==> src/rtl/mem_wait_pkg.sv <==
// Shared types and encodings for the memory wait stage.
package mem_wait_pkg;

  typedef enum logic [0:0] {
    ST_IDLE = 1'b0,
    ST_WAIT = 1'b1
  } state_t;

  localparam logic [31:0] NOP_INSTR  = 32'hE1A00000;
  localparam logic [1:0]  LDST_CLASS = 2'b01;

endpackage

==> src/rtl/wait_counter.sv <==
// Saturating up-counter measuring how long a memory access has been waiting.
module wait_counter #(
  parameter int CNT_W = 4
) (
  input  logic             clk,
  input  logic             rst_n,
  input  logic             clr,
  input  logic             en,
  output logic [CNT_W-1:0] count
);

  always_ff @(posedge clk or negedge rst_n) begin
    if (!rst_n) begin
      count <= '0;
    end else if (clr) begin
      count <= '0;
    end else if (en && (count != {CNT_W{1'b1}})) begin
      count <= count + 1'b1;
    end
  end

endmodule

==> src/rtl/mem_wait_stage.sv <==
// Pipeline stage that squashes mispredicted instructions and holds loads/stores
// until the memory side completes or the wait times out.
//
// state   | meaning
// IDLE    | ready to accept an instruction from upstream
// WAIT    | load/store outstanding, waiting for mem_rdy
import mem_wait_pkg::*;

module mem_wait_stage #(
  parameter int INSTR_W = 32,
  parameter int CNT_W   = 4,
  parameter int TIMEOUT = 15
) (
  input  logic               clk,
  input  logic               rst_n,
  input  logic [INSTR_W-1:0] instr_in,
  input  logic               valid_in,
  input  logic               branch_ref,
  input  logic               branch_in,
  input  logic               sel_stall,
  input  logic               mem_rdy,
  output logic               mem_req,
  output logic               stall_out,
  output logic               valid_out,
  output logic [INSTR_W-1:0] instr_output,
  output logic               branch_value,
  output logic [CNT_W-1:0]   wait_cycles,
  output logic               timeout_err
);

  state_t           state;
  logic [CNT_W-1:0] count;
  logic             is_wait;
  logic             squash;
  logic             is_ldst;
  logic             at_timeout;
  logic             cnt_clr;
  logic             cnt_en;

  assign is_wait    = (state == ST_WAIT);
  assign squash     = (branch_in != branch_ref);
  assign is_ldst    = (instr_in[27:26] == LDST_CLASS);
  assign at_timeout = (count == CNT_W'(TIMEOUT));

  assign mem_req   = is_wait;
  assign stall_out = is_wait | sel_stall;

  assign cnt_clr = !is_wait && !sel_stall && valid_in && !squash && is_ldst;
  assign cnt_en  = is_wait && !sel_stall && !mem_rdy && !at_timeout;

  wait_counter #(
    .CNT_W(CNT_W)
  ) u_wait_counter (
    .clk  (clk),
    .rst_n(rst_n),
    .clr  (cnt_clr),
    .en   (cnt_en),
    .count(count)
  );

  // The held load/store sits in instr_output with valid_out low until it completes.
  always_ff @(posedge clk or negedge rst_n) begin
    if (!rst_n) begin
      state        <= ST_IDLE;
      instr_output <= INSTR_W'(NOP_INSTR);
      valid_out    <= 1'b0;
      branch_value <= 1'b0;
      wait_cycles  <= '0;
      timeout_err  <= 1'b0;
    end else if (!sel_stall) begin
      if (!is_wait) begin
        valid_out <= 1'b0;
        if (valid_in) begin
          branch_value <= branch_in;
          if (squash) begin
            instr_output <= INSTR_W'(NOP_INSTR);
          end else begin
            instr_output <= instr_in;
            if (is_ldst) begin
              state <= ST_WAIT;
            end else begin
              valid_out <= 1'b1;
            end
          end
        end
      end else if (mem_rdy) begin
        // completion beats a timeout landing on the same cycle
        state       <= ST_IDLE;
        valid_out   <= 1'b1;
        wait_cycles <= count;
      end else if (at_timeout) begin
        state        <= ST_IDLE;
        timeout_err  <= 1'b1;
        instr_output <= INSTR_W'(NOP_INSTR);
        valid_out    <= 1'b0;
        wait_cycles  <= CNT_W'(TIMEOUT);
      end
    end
  end

endmodule
==> config.mk <==
export PLATFORM = sky130hd
export DESIGN_NAME = mem_wait_stage
export DESIGN_NICKNAME = d
export VERILOG_FILES = /design/src/rtl/mem_wait_pkg.sv /design/src/rtl/wait_counter.sv /design/src/rtl/mem_wait_stage.sv
export SDC_FILE = /design/constraint.sdc
export NUM_CORES = 1
export LEC_CHECK = 0
export BUFFER_PORTS_ARGS = -buffer_cell sky130_fd_sc_hd__buf_4
export CELL_PAD_IN_SITES_DETAIL_PLACEMENT = 0
export CELL_PAD_IN_SITES_GLOBAL_PLACEMENT = 1
export CORE_MARGIN = 5
export CORE_UTILIZATION = 30
export DETAILED_ROUTE_END_ITERATION = 7
export PLACE_DENSITY_LB_ADDON = 0.1
export SLEW_MARGIN = 20
export SYNTH_ARGS = -nofsm -noshare
export SYNTH_HDL_FRONTEND = slang
export SYNTH_SLANG_ARGS = --single-unit
==> constraint.sdc <==
create_clock -name clk -period 1.6 [get_ports clk]
set_clock_uncertainty 0.2 [all_clocks]
set_input_delay 0 -clock clk [delete_from_list [all_inputs] [get_ports clk]]
set_output_delay 0 -clock clk [all_outputs]
set_load 0.005 [all_outputs]
* Yosys cells after proc, flatten, opt, wreduce, memory -nomap -nowiden
Index checks and enable logic that the tools add are counted.
** Word-level totals
- Register bits after elaboration :: 44
- Word-level logic and storage cells :: 61
** Cells by class
- Eq/ne operators :: 7
- Bitwise logic cells :: 4
- Multiplexer cells :: 21
- Reduce and logical (&&, ||, !) cells :: 21
- Add/subtract/negate cells :: 1
** Operator list (number)
- 32-bit 2-to-1 mux :: 5
- 4-bit 2-to-1 mux :: 4
- 1-bit 2-to-1 mux :: 12
- 1-bit logical AND :: 8
- 4-bit AND reduction :: 2
- 3-bit AND reduction :: 2
- 2-bit nonzero test :: 3
- 1-bit zero test :: 5
- 4-bit by 1-bit adder with 4-bit output (second input constant) :: 1
- 4-bit == test (second input constant) :: 1
- 4-bit != test (second input constant) :: 1
- 3-bit by 2-bit != test with 1-bit output (second input constant) :: 1
- 1-bit NOT :: 3
- 2-bit by 1-bit == test with 1-bit output (second input constant) :: 1
- 2-bit by 1-bit != test with 1-bit output (second input constant) :: 1
- 2-bit != test (second input constant) :: 1
- 2-bit AND reduction :: 1
- 1-bit != test :: 1
- 1-bit OR :: 1

* Longest topological paths before layout
- Depth in word-level cells :: 7
- Mapped depth :: 7

* Modules after synthesis
From an unflattened synthesis, not the netlist that was laid out.
** Second synthesis, totals
- Cells, all modules :: 129
- Area total of the unflattened synthesis :: 1774.2 µm²
** By module, submodules not included
- mem_wait_stage :: area each 1545.2 µm², instances 1, cells each 109, sequential area each 1008.5 µm²
- wait_counter :: area each 229.0 µm², instances 1, cells each 20, sequential area each 100.1 µm²

* Worst setup path after synthesis
No wires, ideal clock.
- Path type :: register -> register
- Start :: register u_wait_counter.count[0]
- End :: register instr_output[0]
- Data required time :: 1.276 ns
- Setup slack :: -0.142 ns
- Stages on the path, launching flop included :: 7
- Arrival time :: 1.418 ns
- Path buffers :: 2
- Path through :: dfrtp_1 > ha_1 > and3_1 > buf_2 > a22oi_4 > buf_2 > o21ai_1
** Between the ends
- Cells in the longest elaborated chain, start to end :: 3
** Ends and longest elaborated chain
- start, declared :: RTL line wait_counter.sv:9 : output logic [CNT_W-1:0] count
- start signal, assigned :: RTL line wait_counter.sv:18 : count <= count + 1'b1;
- 4-bit == test :: RTL line mem_wait_stage.sv:43 : assign at_timeout = (count == CNT_W'(TIMEOUT));
- 2-bit by 1-bit != test with 1-bit output (no source line)
- 4-bit AND reduction (no source line)
- end signal, assigned :: RTL line mem_wait_stage.sv:65 : instr_output <= INSTR_W'(NOP_INSTR);
- end signal, assigned :: RTL line mem_wait_stage.sv:76 : instr_output <= INSTR_W'(NOP_INSTR);
- end signal, assigned :: RTL line mem_wait_stage.sv:78 : instr_output <= instr_in;
- end, declared :: RTL line mem_wait_stage.sv:25 : output logic [INSTR_W-1:0] instr_output,
Every way passes these cells.
A chain may end at the register's enable or synchronous reset.

* Worst setup path in the final report
- Start :: register u_wait_counter.count[1]
- End :: register instr_output[27]
The elaborated chain is that of the path after synthesis.

==> impl_metrics.yaml <==
status:
  status: "complete, but fails checks"
  violations: "setup timing"
cells_and_area:
  syn_to_final_growth_pct: 74.5
  drive_above_1_share_pct: 41.7
  layout_common_cells: "buf_4 (87), nand2_1 (45), dfrtp_1 (38), dlygate4sd3_1 (37), o21ai_1 (17)"
  utilization_pct: 52.8
  final_common_cell: "buf_4"
  nets: 364
  n_antenna_cell: 0
clocking:
  cts_max_level: 2
  cts_buffers: 5
  insertion_delay_ns: 0.29
  clock_path_buffers: 2
  cts-root-buf: "clkbuf_8"
  cts_tree: "done"
  clock-sinks: 44
  path_clk_slew_ns: 0.08
job:
  cap_violations: 0
drt:
  routed_wl_um: 5530
  first_pass_iters: 4
  wl_per_cell_um: 13.8
  drc: 0
  detail-route-antenna-nets: 0
  drt_iter0_markers: 43
  viasPerCell: 4.47
  vias: 1793
floorplan:
  io_pins: 80
  die_w_um: 89.4
  die_h_um: 89.4
  rows: 29
  dieArea_mm2: 0.00799
  core_area_mm2: 0.00624
  start_util_pct: 30.3
global_routing:
  gr-usage-all-layers_pct: 13.6
  grt_max_degree: 45
  grt_pass1_wl_um: 8440
  grt_remaining_overflow: 0
  antenna_found_initial: 0
  grt_pass1_vias: 1830
sta:
  rsz0062_at_grt: "yes"
  slew-limit-headroom_pct: 62.0
  drv_slew: 0
  hold_viol_final: 0
  fmax_mhz: 602
  fin_crit_sh_pct: 104
  setup_ws_ns: -0.0618
  holdWs_ns: 0.0397
  worstMarginPinSlew_ns: 0.570
  fin_crit_ns: 1.66
  setup_viol: 32
synth:
  synth_area_per_cell_um2: 9.75
  synth_nets: 234
  synth_seq_area_share_pct: 58.6
  synth_top_family_by_area: "simple AND/OR/NAND/NOR gates"
  synth_compound_area_share_pct: 13.9
  ys_ff_latch: 44
  yosys_warnings: 0
  synth_cell_types: 31
  yosys.area_share.simple_pct: 19.7
  syn_inst: 194
  synthMuxAreaShare_pct: 1.13
  synth_fa_ha_area_share_pct: 0.662
  syn_area_mm2: 0.00189
  synth_xor_area_share_pct: 1.39
power_and_ir_drop:
  leakage_nw: 1.66
  powerDensity_mw_per_mm2: 939
  ir_drop_uv: 523
worst_setup_path:
  path_class: "reg -> reg"
  crit_path_max_fanout: 11
  end_kind: "flip-flop"
  arrival_ns: 1.68
  worstSetupStartpointType: "flip-flop"
  cp_data_required_time_ns: 1.61
placed_design:
  io_buffers: 79
  hpwlAfterDp_um: 3600
  finalWeightedCongestion: 0.686
  dp_slack_ns: -0.0378
hold_path:
  hold_class: "in -> async"
==> synthesized netlist by cell type <==
| library cell | number | area [µm²] |
|---|---|---|
| nand4_1 | 1 | 6.26 |
| inv_1 | 9 | 33.8 |
| a22oi_4 | 1 | 21.3 |
| nor2_2 | 2 | 12.5 |
| nor3_1 | 10 | 50.1 |
| mux2_2 | 1 | 11.3 |
| nand2b_1 | 4 | 25.0 |
| xnor2_1 | 1 | 8.76 |
| nor3b_4 | 1 | 18.8 |
| nor3b_2 | 1 | 12.5 |
| dfstp_2 | 6 | 158 |
| buf_2 | 9 | 45.0 |
| o21ai_0 | 20 | 100 |
| dfrtp_1 | 38 | 951 |
| a211oi_1 | 1 | 7.51 |
| a311o_1 | 1 | 10.0 |
| and3_1 | 1 | 6.26 |
| a31oi_1 | 1 | 6.26 |
| a21o_1 | 1 | 7.51 |
| xor2_1 | 2 | 17.5 |
| and4b_1 | 1 | 10.0 |
| ha_1 | 1 | 12.5 |
| buf_4 | 1 | 7.51 |
| nor4b_1 | 1 | 8.76 |
| nor2_1 | 4 | 15.0 |
| o22a_1 | 4 | 35.0 |
| a21oi_1 | 7 | 35.0 |
| nand2_1 | 54 | 203 |
| o21ai_1 | 8 | 40.0 |
| nand3_1 | 1 | 5.00 |
| mux2i_1 | 1 | 10.0 |
==> kinds of logic (layout without fill, tap and decap cells) <==
logic type | Yosys count | after routing
AND/OR/NAND/NOR | 81 | 81
AO/OA/AOI/OAI | 44 | 44
flip-flops | 44 | 44
buffers and inverters | 19 | 149
XOR/XNOR | 3 | 3
multiplexers | 2 | 2
adder cells (fa/ha/maj) | 1 | 1
==> layer usage <==
layer / part of all wire, % / routed length [µm] / vias to the layer above / GRT usage, %
met1: 45 / 2520 / 828 / 18.2
met2: 47 / 2610 / 55 / 21.4
li1: - / - / 905 / -
met4: 0.81 / 45 / 0 / 4.06
met3: 6.6 / 365 / 5 / 3.96
met5: 0 / 0 / - / 0
==> registers in the layout (all words and copies together), names as in the netlist <==
name,cells
instr_output,32
u_wait_counter.count,4
wait_cycles,4
branch_value,1
mem_req,1
timeout_err,1
valid_out,1
==> critical path: stages (launching register included) <==
cell and delay [ns]:
dfrtp_1 0.39, ha_2 0.19, and3_4 0.18, a22oi_4 0.17, buf_12 0.17, clkbuf_16 0.16
nand2_1 0.05, o21ai_1 0.08
==> path summary, 6_finish.rpt <==
| kind | cells after the start | slack, ns | to | startpoint |
|---|---|---|---|---|
| worst max-delay path | 7 | -0.06 | instr_output[27]$_DFFE_PN0P_ | u_wait_counter.count[1]$_DFFE_PN0P_ |
| worst min-delay path | 2 | 0.04 | instr_output[12]$_DFFE_PN0P_ | rst_n |
| worst max register to register | 7 | -0.06 | instr_output[27]$_DFFE_PN0P_ | u_wait_counter.count[1]$_DFFE_PN0P_ |
| worst min register to register | 2 | 0.26 | instr_output[24]$_DFFE_PN1P_ | instr_output[24]$_DFFE_PN1P_ |
| max in group asynchronous | 2 | 0.76 | instr_output[30]$_DFFE_PN1P_ | rst_n |
| min in group clk | 5 | 0.12 | instr_output[24]$_DFFE_PN1P_ | branch_ref |
==> per-stage QoR <==
stage	power, mW	instances	cell area (µm²)	setup TNS (ns)
after global routing	3.33	401	3300	-3.33
after global placement	2.29	350	2640	0
final	3.10	401	3300	-1.04
after floorplan	1.77	194	1920	-3.32
after CTS	3.05	394	3080	-0.502
after detailed placement	2.30	350	2640	-0.262
==> layout make-up <==
type	instances	area, µm²
clock inverter	1	5.00
clock buffer	6	72.6
tap	77	96.3
sequential	44	1110
fill	588	2940
timing repair buffer	133	1200
inverter	9	33.8
multi-input combinational	131	777
==> report_power, final <==
part           internal [mW]  switching [mW]  leakage [nW]
Sequential              1.33           0.134         0.557
Combinational          0.580           0.389          1.06
Clock                  0.297           0.361        0.0410
==> what timing repair did <==
action,in CTS,in global routing
gates cloned,0,4
pin swaps,1,11
hold buffers,37,0
endpoints found under the setup margin,26,36
buffers inserted,0,3
gates resized for setup,0,43
hold endpoints to repair,86,0
(Power assumes the default switching activity.)
